File: src/rtl/tv80_arb_pkg.sv
// Shared types and helpers for the TV80 bus arbiter and its round-robin picker.
package tv80_arb_pkg;

    // Largest requester count the arbiter is built for.
    localparam int ARB_MAX_REQ = 8;

    // Arbiter FSM states.
    typedef enum logic [2:0] {
        ST_IDLE    = 3'd0,
        ST_REQ     = 3'd1,
        ST_GRANT   = 3'd2,
        ST_RELEASE = 3'd3,
        ST_GAP     = 3'd4
    } arb_state_t;

    // Bits needed to hold values 0..n-1, never less than one bit.
    function automatic int arb_width(input int n);
        return (n <= 1) ? 1 : $clog2(n);
    endfunction

endpackage

File: src/rtl/tv80_rr_pick.sv
// Combinational round-robin picker: the search starts at (i_ptr+1) mod NREQ
// and wraps, so the previous winner has the lowest priority.
module tv80_rr_pick
    import tv80_arb_pkg::*;
#(
    parameter int NREQ  = 4,
    parameter int IDX_W = arb_width(NREQ)
) (
    input  logic [NREQ-1:0]  i_req,
    input  logic [IDX_W-1:0] i_ptr,
    output logic [NREQ-1:0]  o_onehot,
    output logic [IDX_W-1:0] o_idx,
    output logic             o_any
);

    logic [IDX_W-1:0] w_cand;

    // Walk from lowest to highest priority so the highest-priority hit is the last write.
    always_comb begin
        o_onehot = '0;
        o_idx    = '0;
        o_any    = 1'b0;
        w_cand   = '0;
        for (int off = NREQ; off >= 1; off--) begin
            w_cand = IDX_W'((int'(i_ptr) + off) % NREQ);
            if (i_req[w_cand]) begin
                o_onehot         = '0;
                o_onehot[w_cand] = 1'b1;
                o_idx            = w_cand;
                o_any            = 1'b1;
            end
        end
    end

endmodule

File: src/rtl/tv80_bus_arbiter.sv
// Round-robin arbiter sharing the TV80 bus with DMA-style requesters through
// the busrq_n/busak_n handshake. Every grant is followed by a forced CPU
// ownership window (RELEASE, optional GAP, IDLE) so the CPU is never starved.
module tv80_bus_arbiter
    import tv80_arb_pkg::*;
#(
    parameter int NREQ     = 4,
    parameter int CPU_GAP  = 4,
    parameter int MAX_HOLD = 0,
    parameter int IDX_W    = arb_width(NREQ)
) (
    input  logic             clk,
    input  logic             reset_n,
    input  logic             cen,
    input  logic [NREQ-1:0]  req,
    input  logic             busak_n,
    output logic             busrq_n,
    output logic [NREQ-1:0]  gnt,
    output logic             bus_own,
    output logic [IDX_W-1:0] gnt_idx,
    output logic             hold_expired
);

    localparam int HOLD_W = arb_width(MAX_HOLD);
    localparam int GAP_W  = arb_width(CPU_GAP);
    // Terminal counts: the counter value seen on the last tick of the window.
    localparam logic [HOLD_W-1:0] HOLD_LAST = HOLD_W'((MAX_HOLD > 0) ? MAX_HOLD - 1 : 0);
    localparam logic [GAP_W-1:0]  GAP_LAST  = GAP_W'((CPU_GAP > 0) ? CPU_GAP - 1 : 0);

    // Registered state. The round-robin pointer doubles as gnt_idx, since
    // both always name the current or most recent grantee.
    arb_state_t        r_state;
    logic              r_busrq_n;
    logic [NREQ-1:0]   r_gnt;
    logic              r_bus_own;
    logic [IDX_W-1:0]  r_ptr;
    logic              r_hold_expired;
    logic [HOLD_W-1:0] r_hold_cnt;
    logic [GAP_W-1:0]  r_gap_cnt;

    arb_state_t        w_state_next;
    logic              w_busrq_n_next;
    logic [NREQ-1:0]   w_gnt_next;
    logic              w_bus_own_next;
    logic [IDX_W-1:0]  w_ptr_next;
    logic              w_hold_expired_next;
    logic [HOLD_W-1:0] w_hold_cnt_next;
    logic [GAP_W-1:0]  w_gap_cnt_next;

    logic [NREQ-1:0]   w_pick_onehot;
    logic [IDX_W-1:0]  w_pick_idx;
    logic              w_pick_any;
    logic              w_leave;
    logic              w_expire;

    tv80_rr_pick #(
        .NREQ  (NREQ),
        .IDX_W (IDX_W)
    ) u_pick (
        .i_req    (req),
        .i_ptr    (r_ptr),
        .o_onehot (w_pick_onehot),
        .o_idx    (w_pick_idx),
        .o_any    (w_pick_any)
    );

    // State register; everything advances only on cen ticks.
    always_ff @(posedge clk or negedge reset_n) begin
        if (!reset_n) begin
            r_state        <= ST_IDLE;
            r_busrq_n      <= 1'b1;
            r_gnt          <= '0;
            r_bus_own      <= 1'b0;
            r_ptr          <= '0;
            r_hold_expired <= 1'b0;
            r_hold_cnt     <= '0;
            r_gap_cnt      <= '0;
        end else if (cen) begin
            r_state        <= w_state_next;
            r_busrq_n      <= w_busrq_n_next;
            r_gnt          <= w_gnt_next;
            r_bus_own      <= w_bus_own_next;
            r_ptr          <= w_ptr_next;
            r_hold_expired <= w_hold_expired_next;
            r_hold_cnt     <= w_hold_cnt_next;
            r_gap_cnt      <= w_gap_cnt_next;
        end
    end

    // Next-state and next-output logic for the arbitration handshake.
    always_comb begin
        w_state_next        = r_state;
        w_busrq_n_next      = r_busrq_n;
        w_gnt_next          = r_gnt;
        w_bus_own_next      = r_bus_own;
        w_ptr_next          = r_ptr;
        w_hold_expired_next = 1'b0;
        w_hold_cnt_next     = r_hold_cnt;
        w_gap_cnt_next      = r_gap_cnt;
        w_expire            = 1'b0;
        w_leave             = 1'b0;

        case (r_state)
            ST_IDLE: begin
                if (|req) begin
                    w_busrq_n_next = 1'b0;
                    w_state_next   = ST_REQ;
                end
            end

            ST_REQ: begin
                // No timeout: the CPU finishes its M-cycle before acknowledging.
                if (!busak_n) begin
                    if (w_pick_any) begin
                        w_gnt_next      = w_pick_onehot;
                        w_bus_own_next  = 1'b1;
                        w_ptr_next      = w_pick_idx;
                        w_hold_cnt_next = '0;
                        w_state_next    = ST_GRANT;
                    end else begin
                        // Requests were withdrawn: hand the bus straight back.
                        w_busrq_n_next = 1'b1;
                        w_state_next   = ST_RELEASE;
                    end
                end
            end

            ST_GRANT: begin
                // A requester dropping its bit takes precedence over expiry.
                if (!req[r_ptr]) begin
                    w_leave = 1'b1;
                end else if ((MAX_HOLD != 0) && (r_hold_cnt == HOLD_LAST)) begin
                    w_leave  = 1'b1;
                    w_expire = 1'b1;
                end else if (MAX_HOLD != 0) begin
                    w_hold_cnt_next = r_hold_cnt + 1'b1;
                end

                if (w_leave) begin
                    w_gnt_next          = '0;
                    w_bus_own_next      = 1'b0;
                    w_busrq_n_next      = 1'b1;
                    w_hold_cnt_next     = '0;
                    w_hold_expired_next = w_expire;
                    w_state_next        = ST_RELEASE;
                end
            end

            ST_RELEASE: begin
                if (busak_n) begin
                    w_gap_cnt_next = '0;
                    w_state_next   = (CPU_GAP > 0) ? ST_GAP : ST_IDLE;
                end
            end

            ST_GAP: begin
                // Requests are ignored here; the CPU keeps the bus for CPU_GAP ticks.
                if (r_gap_cnt == GAP_LAST) begin
                    w_gap_cnt_next = '0;
                    w_state_next   = ST_IDLE;
                end else begin
                    w_gap_cnt_next = r_gap_cnt + 1'b1;
                end
            end

            default: begin
                w_state_next = ST_IDLE;
            end
        endcase
    end

    assign busrq_n      = r_busrq_n;
    assign gnt          = r_gnt;
    assign bus_own      = r_bus_own;
    assign gnt_idx      = r_ptr;
    assign hold_expired = r_hold_expired;

endmodule
File: config.mk
export PLATFORM = sky130hd
export DESIGN_NAME = tv80_bus_arbiter
export DESIGN_NICKNAME = d
export VERILOG_FILES = /design/src/rtl/tv80_arb_pkg.sv /design/src/rtl/tv80_rr_pick.sv /design/src/rtl/tv80_bus_arbiter.sv
export SDC_FILE = /design/constraint.sdc
export NUM_CORES = 1
export LEC_CHECK = 0
export ABC_AREA = 1
export BUFFER_PORTS_ARGS = -buffer_cell sky130_fd_sc_hd__buf_2
export CELL_PAD_IN_SITES_DETAIL_PLACEMENT = 0
export CELL_PAD_IN_SITES_GLOBAL_PLACEMENT = 1
export CORE_MARGIN = 10
export CORE_UTILIZATION = 42
export CTS_CLUSTER_DIAMETER = 50
export DETAILED_ROUTE_END_ITERATION = 12
export PLACE_DENSITY_LB_ADDON = 0.2
export SYNTH_ARGS = -nofsm -noshare
export SYNTH_HDL_FRONTEND = slang
export SYNTH_SLANG_ARGS = --single-unit
File: constraint.sdc
create_clock -name clk -period 3.5 [get_ports clk]
set_clock_uncertainty 0.15 [all_clocks]
set_input_delay 0.525 -clock clk [delete_from_list [all_inputs] [get_ports clk]]
set_output_delay 0.525 -clock clk [all_outputs]
set_load 0.01 [all_outputs]
Yosys cells after proc, flatten, opt, wreduce, memory -nomap -nowiden
Cells that the tools add are included.
{"block": "totals", "ff_bits": 13, "input_bits": 8}
{"block": "op_classes", "n_addsub": 5, "reduce_logical": 14, "n_lt_le_gt_ge": 9, "eq_ne": 12, "bitwise_logic": 1, "mux": 55}
{"cell": "2-to-1 mux 4 bit", "count": 7}
{"cell": "2-to-1 mux 1 bit", "count": 23}
{"cell": "< comparator 2 x 3 -> 1 bit (second input constant)", "count": 5}
{"cell": "2-to-1 mux 3 bit", "count": 5}
{"cell": "case mux 3 bit (5 select lines)", "count": 1}
{"cell": "2-to-1 mux 2 bit", "count": 6}
{"cell": "inequality test 2 bit (second input constant)", "count": 6}
{"cell": "AND reduction 6 bit", "count": 2}
{"cell": "binary-select mux 1 bit (select 2 bit)", "count": 5}
{"cell": "demux 1 bit (select 2 bit)", "count": 4}
{"cell": ">= comparator 2 x 1 -> 1 bit (second input constant)", "count": 4}
{"cell": "case mux 4 bit (2 select lines)", "count": 1}
{"cell": "adder 2 x 1 -> 2 bit (second input constant)", "count": 3}
{"cell": "== test 3 x 2 -> 1 bit (second input constant)", "count": 2}
{"cell": "AND reduction 5 bit", "count": 1}
{"cell": "adder 2 bit (second input constant)", "count": 2}
{"cell": "logical AND 1 bit", "count": 4}
{"cell": "case mux 2 bit (2 select lines)", "count": 1}
{"cell": "AND reduction 4 bit", "count": 1}
{"cell": "nonzero test 2 bit", "count": 2}
{"cell": "OR reduction 4 bit", "count": 1}
{"cell": "== test 3 x 1 -> 1 bit (second input constant)", "count": 1}
{"cell": "== test 3 bit (second input constant)", "count": 1}
{"cell": "logical NOT 3 bit", "count": 1}
{"cell": "other kinds (7)", "count": 7}

Longest topological paths before layout
{"block": "logic_depth", "depth_word": 12, "ltp_mapped": 12, "depth_no_buf": 12}

Cells and area by module
From an unflattened synthesis, not the netlist that was laid out.
{"block": "unflattened", "hier_cells": 186, "hier_area_um2": 1237.4}
{"mod": "tv80_bus_arbiter", "area_each_um2": 757.0, "n_inst": 1, "seq_area_each_um2": 326.6, "cells_each": 98}
{"mod": "tv80_rr_pick", "area_each_um2": 480.5, "n_inst": 1, "seq_area_each_um2": 0.0, "cells_each": 88}

Worst setup path after synthesis
OpenSTA, ideal clock, no wires.
{"block": "synth_path", "path_type": "reg2reg", "startpoint": "reg r_ptr[0] (netlist: gnt_idx[0])", "endpoint": "reg r_gnt[0] (netlist: gnt[0])", "synth_period_minus_slack_ns": 1.977, "t_arrival_ns": 1.710, "n_path_buf": 0, "setup_slack_ns": 1.523, "path_stages_with_launch": 13, "cell_sequence": "dfrtp_1 inv_2 ha_1 inv_1 nand3_1 nand2_2 inv_2 nor2_2 nand2_1 nand3_1 nand2_1 nand2_1 nand2_1"}
{"block": "synth_between", "elab_chain_cells": 12}
{"element": "start, declared", "line_no": "tv80_bus_arbiter.sv:36", "text": "logic [IDX_W-1:0] r_ptr;"}
{"element": "start signal, assigned", "line_no": "tv80_bus_arbiter.sv:83", "text": "r_ptr <= w_ptr_next;"}
{"element": "adder 2 x 1 -> 2 bit", "line_no": "tv80_rr_pick.sv:25", "text": "w_cand = IDX_W'((int'(i_ptr) + off) % NREQ);"}
{"element": "< comparator 2 x 3 -> 1 bit (not written as such) / >= comparator 2 x 1 -> 1 bit (equally long branches)", "line_no": "tv80_rr_pick.sv:28", "text": "o_onehot[w_cand] = 1'b1;"}
{"element": "logical AND 1 bit (not written as such)", "line_no": "tv80_rr_pick.sv:28"}
{"element": "2-to-1 mux 1 bit (not written as such)", "line_no": "tv80_rr_pick.sv:28"}
{"element": "demux 1 bit (select 2 bit)"}
{"element": "2-to-1 mux 4 bit (4 in series)", "line_no": "tv80_rr_pick.sv:26", "text": "if (i_req[w_cand]) begin"}
{"element": "2-to-1 mux 4 bit", "line_no": "tv80_bus_arbiter.sv:114", "text": "if (w_pick_any) begin"}
{"element": "2-to-1 mux 4 bit", "line_no": "tv80_bus_arbiter.sv:113", "text": "if (!busak_n) begin"}
{"element": "case mux 4 bit (2 select lines)", "line_no": "tv80_bus_arbiter.sv:103", "text": "case (r_state)"}
{"element": "end signal, assigned", "line_no": "tv80_bus_arbiter.sv:81", "text": "r_gnt <= w_gnt_next;"}
{"element": "end, declared", "line_no": "tv80_bus_arbiter.sv:34", "text": "logic [NREQ-1:0] r_gnt;"}
Several ways; a longest one is shown, not always the timed one. The select of a mux whose other input is x is not followed.
A chain may end at the register's enable or synchronous reset.

Final worst setup path
Same ends and word-level chain as after synthesis.

==> key figures <==
Yosys
  • Yosys top cell by area: dfrtp_1
  • Mapped cell area: between 1000 and 1500 um2
  • Top-area cell type share of the netlist area: around a quarter
  • Warnings, synthesis: 0
  • Post-synthesis cell count: around 170
  • Synth area leaders: dfrtp_1, nand2_1, ha_1
  • Post-synth ARST share: 100%
  • Syn Area/Cell: between 6 and 7 um2
  • FF+latch count, synth: 13
  • Distinct cells, synth: 26
  • Register area share after synthesis: approximately 29%
  • Syn Nets: about 190
  • Post-synth EDFFs: 0
  • Ys flop type: dfrtp_1

Clocking
  • Htree depth: 1
  • Clock Sinks: 13
  • Clk Latency, worst-skew pair: between 0.2 and 0.3 ns
  • Clk Tree Root Cell: clkbuf_4
  • CTS buffer count: 3
  • Clk pin slew, worst setup/hold paths: roughly 0.08 ns
  • Clock Path Buffers: 2
  • CTS tree: done
  • Resize count post-CTS: 0

Layout
  • Final Util: approximately half
  • FILL cells: between 200 and 300
  • Net count, final: around 210
  • Synth-to-Final Area Change: 12.5%
  • Area of the multi-input gates: around 670 um2
  • Diode count: 0
  • Post-route design area: ~1300 um2
  • Share of cells above drive strength 1: a little under a fifth
  • Sequential cell area: approximately 330 um2

Floorplan
  • Initial Utilization: around 45%
  • Core ar.: 2520 um2
  • Die ar.: roughly 5200 um2
  • Die height: just over 70 um
  • Die W: 71.8 um
  • Io pins: 17
  • Site Rows: 18

GRT
  • Number of global-route vias before repair: between 1000 and 1500
  • Initial antenna violation count: 0
  • First-pass GRT wire length: about 4.6 mm
  • Total grt overflow: 0
  • Tot GR Track Use: between 10% and 20%
  • Largest net degree at the start of global routing: 14

Worst setup path
  • Critical path required time: roughly 3.5 ns
  • Delay-heaviest family, CP: simple AND/OR/NAND/NOR gates
  • CP dominant cell by count: nand2_1
  • Crit start category: flip-flop
  • Slowest stage cell, crit path: dfrtp_1
  • CP Capture Type: flip-flop
  • Crit path buffers/inverters: 3
  • Slowest stage delay, CP: 0.58 ns
  • CP Cell Sequence: inv_2, ha_1, inv_1, nand3_1, nand2_2, inv_2, nor2_2, nand2_1, nand3_1, nand2_1, nand2_1, nand2_1
  • Worst path arrival time: roughly 2.2 ns
  • Crit-path max FO: 11
  • Setup CP Type: reg2reg

Power
  • Pwr Density: 874 nW/um2
  • Max VDD drop: roughly 0.57 mV
  • Leakage Power: 0.737 nW

Routing
  • # DRC: 0
  • TritonRoute pass-1 iters: 4
  • Routed WL: around 2.5 mm
  • Post-DR wirelength/cell: roughly 12 um
  • Initial DRC count: 35
  • Routed vias: ~1100
  • Detail Route Antenna Nets: 0
  • Vias per cell: approximately 4.8

Placement
  • Pre-CTS setup slack: approximately 1.3 ns
  • Port bufs: 15
  • Area after DPL: 1230 um2
  • GPL Wtd Cong: around 0.84
  • Post-DP HPWL: around 2.1 mm

Timing
  • Final TNS setup: 0 ns
  • Post-route minimum period: roughly 2.2 ns
  • Max Freq: around 0.46 GHz
  • Hold_ws: ~0.33 ns
  • RSZ-0062 raised after global routing: false
  • Period utilisation layout: a little over three fifths
  • Final hold violation count: 0
  • Final Max Slew Viols: 0
  • Final setup viols: 0
  • Final worst slack: around 1.3 ns

Run
  • MaxCap Viol Count: 0

Min path
  • Worst Hold Class: reg2reg

Status
  • Outcome: completed
[synth_stat cells, types with 2 or more instances]
master	count
nand2_2	4
nand2_1	51
nor2_1	6
inv_2	4
ha_1	9
o21ai_0	12
nor2_2	3
nand3_1	18
dfrtp_1	12
a21oi_1	2
o21ai_1	6
nor2_4	2
inv_1	29
[cell type report]
cell class	instances	area share, %
multi-input cells	124	52.8
flip-flops and latches	13	25.7
inverters	33	9.75
repair buffers	16	6.70
well taps	30	2.96
clock buffers	4	2.07
[flip-flops by register name, indices dropped and copies added (netlist names)]
name       flops
r_state        3
gnt_idx        2
gnt            4
r_gap_cnt      2
bus_own        1
busrq_n        1
[through the flow]
stage          std cells  power [mW]
6_report             220        1.11
5_1_grt              220        1.26
4_1_cts              220        1.12
3_5_place_dp         215        1.02
3_3_place_gp         215        1.02
2_1_floorplan        171       0.850
[cell families after synthesis]
group,count (synthesis),synth area share [%]
AO/OA/AOI/OAI,21,9.53
adder cells (fa/ha/maj),9,9.98
buffers and inverters,34,11.6
flip-flops,13,28.9
other,1,0.332
AND/OR/NAND/NOR,93,39.6
[routing by layer]
layer / global-route usage [%] / vias up / share of wire (%)
li1: - / 567 / -
met1: 11.5 / 483 / 45
met2: 19.4 / 9 / 50
met3: 2.20 / 2 / 3.3
met4: 4.52 / 0 / 1.3
met5: 0 / - / 0
[final timing paths]
path                       startpoint    endpoint  slack [ns]  cells after the start
setup / recovery           gnt_idx[0]      gnt[0]        1.30                     12
hold / removal                 gnt[0]      gnt[0]        0.33                      2
setup reg to reg           gnt_idx[0]      gnt[0]        1.30                     12
hold reg to reg                gnt[0]      gnt[0]        0.33                      2
max in group asynchronous     reset_n     busrq_n        2.40                      2
min in group asynchronous     reset_n  r_state[0]        0.52                      2
[cell usage in the layout (no fill, tap or decap), drive strengths merged]
| master | n |
|---|---|
| nand4 | 1 |
| nand3b | 1 |
| buf | 15 |
| nand2 | 56 |
| nor3b | 1 |
| conb | 1 |
| nor2 | 11 |
| nor3 | 2 |
| ha | 9 |
| a21oi | 2 |
| nand3 | 19 |
| dlygate4sd3 | 1 |
| o21a | 1 |
| inv | 33 |
| clkbuf | 4 |
| dfrtp | 12 |
| or2 | 2 |
| o21ai | 18 |
| dfstp | 1 |
[timing repair]
action,4_1_cts,5_1_grt
hold buffers,1,0
endpoints found under the setup margin,0,0
buffers inserted,0,0
endpoints found under the hold margin,12,0
[tightest hold or removal path, cell delays in order, from the launching register on]
cell,delay [ns]
dfrtp_1,0.34
nand2_1,0.05
nand2_1,0.05
[power breakdown]
group          total [mW]  internal [mW]  switching [mW]  leakage, nW
Clock              0.0923         0.0441          0.0483       0.0150
Sequential          0.288          0.217          0.0711        0.168
Combinational       0.729          0.261           0.468        0.554
No activity file was read; power rests on OpenSTA's default activity.
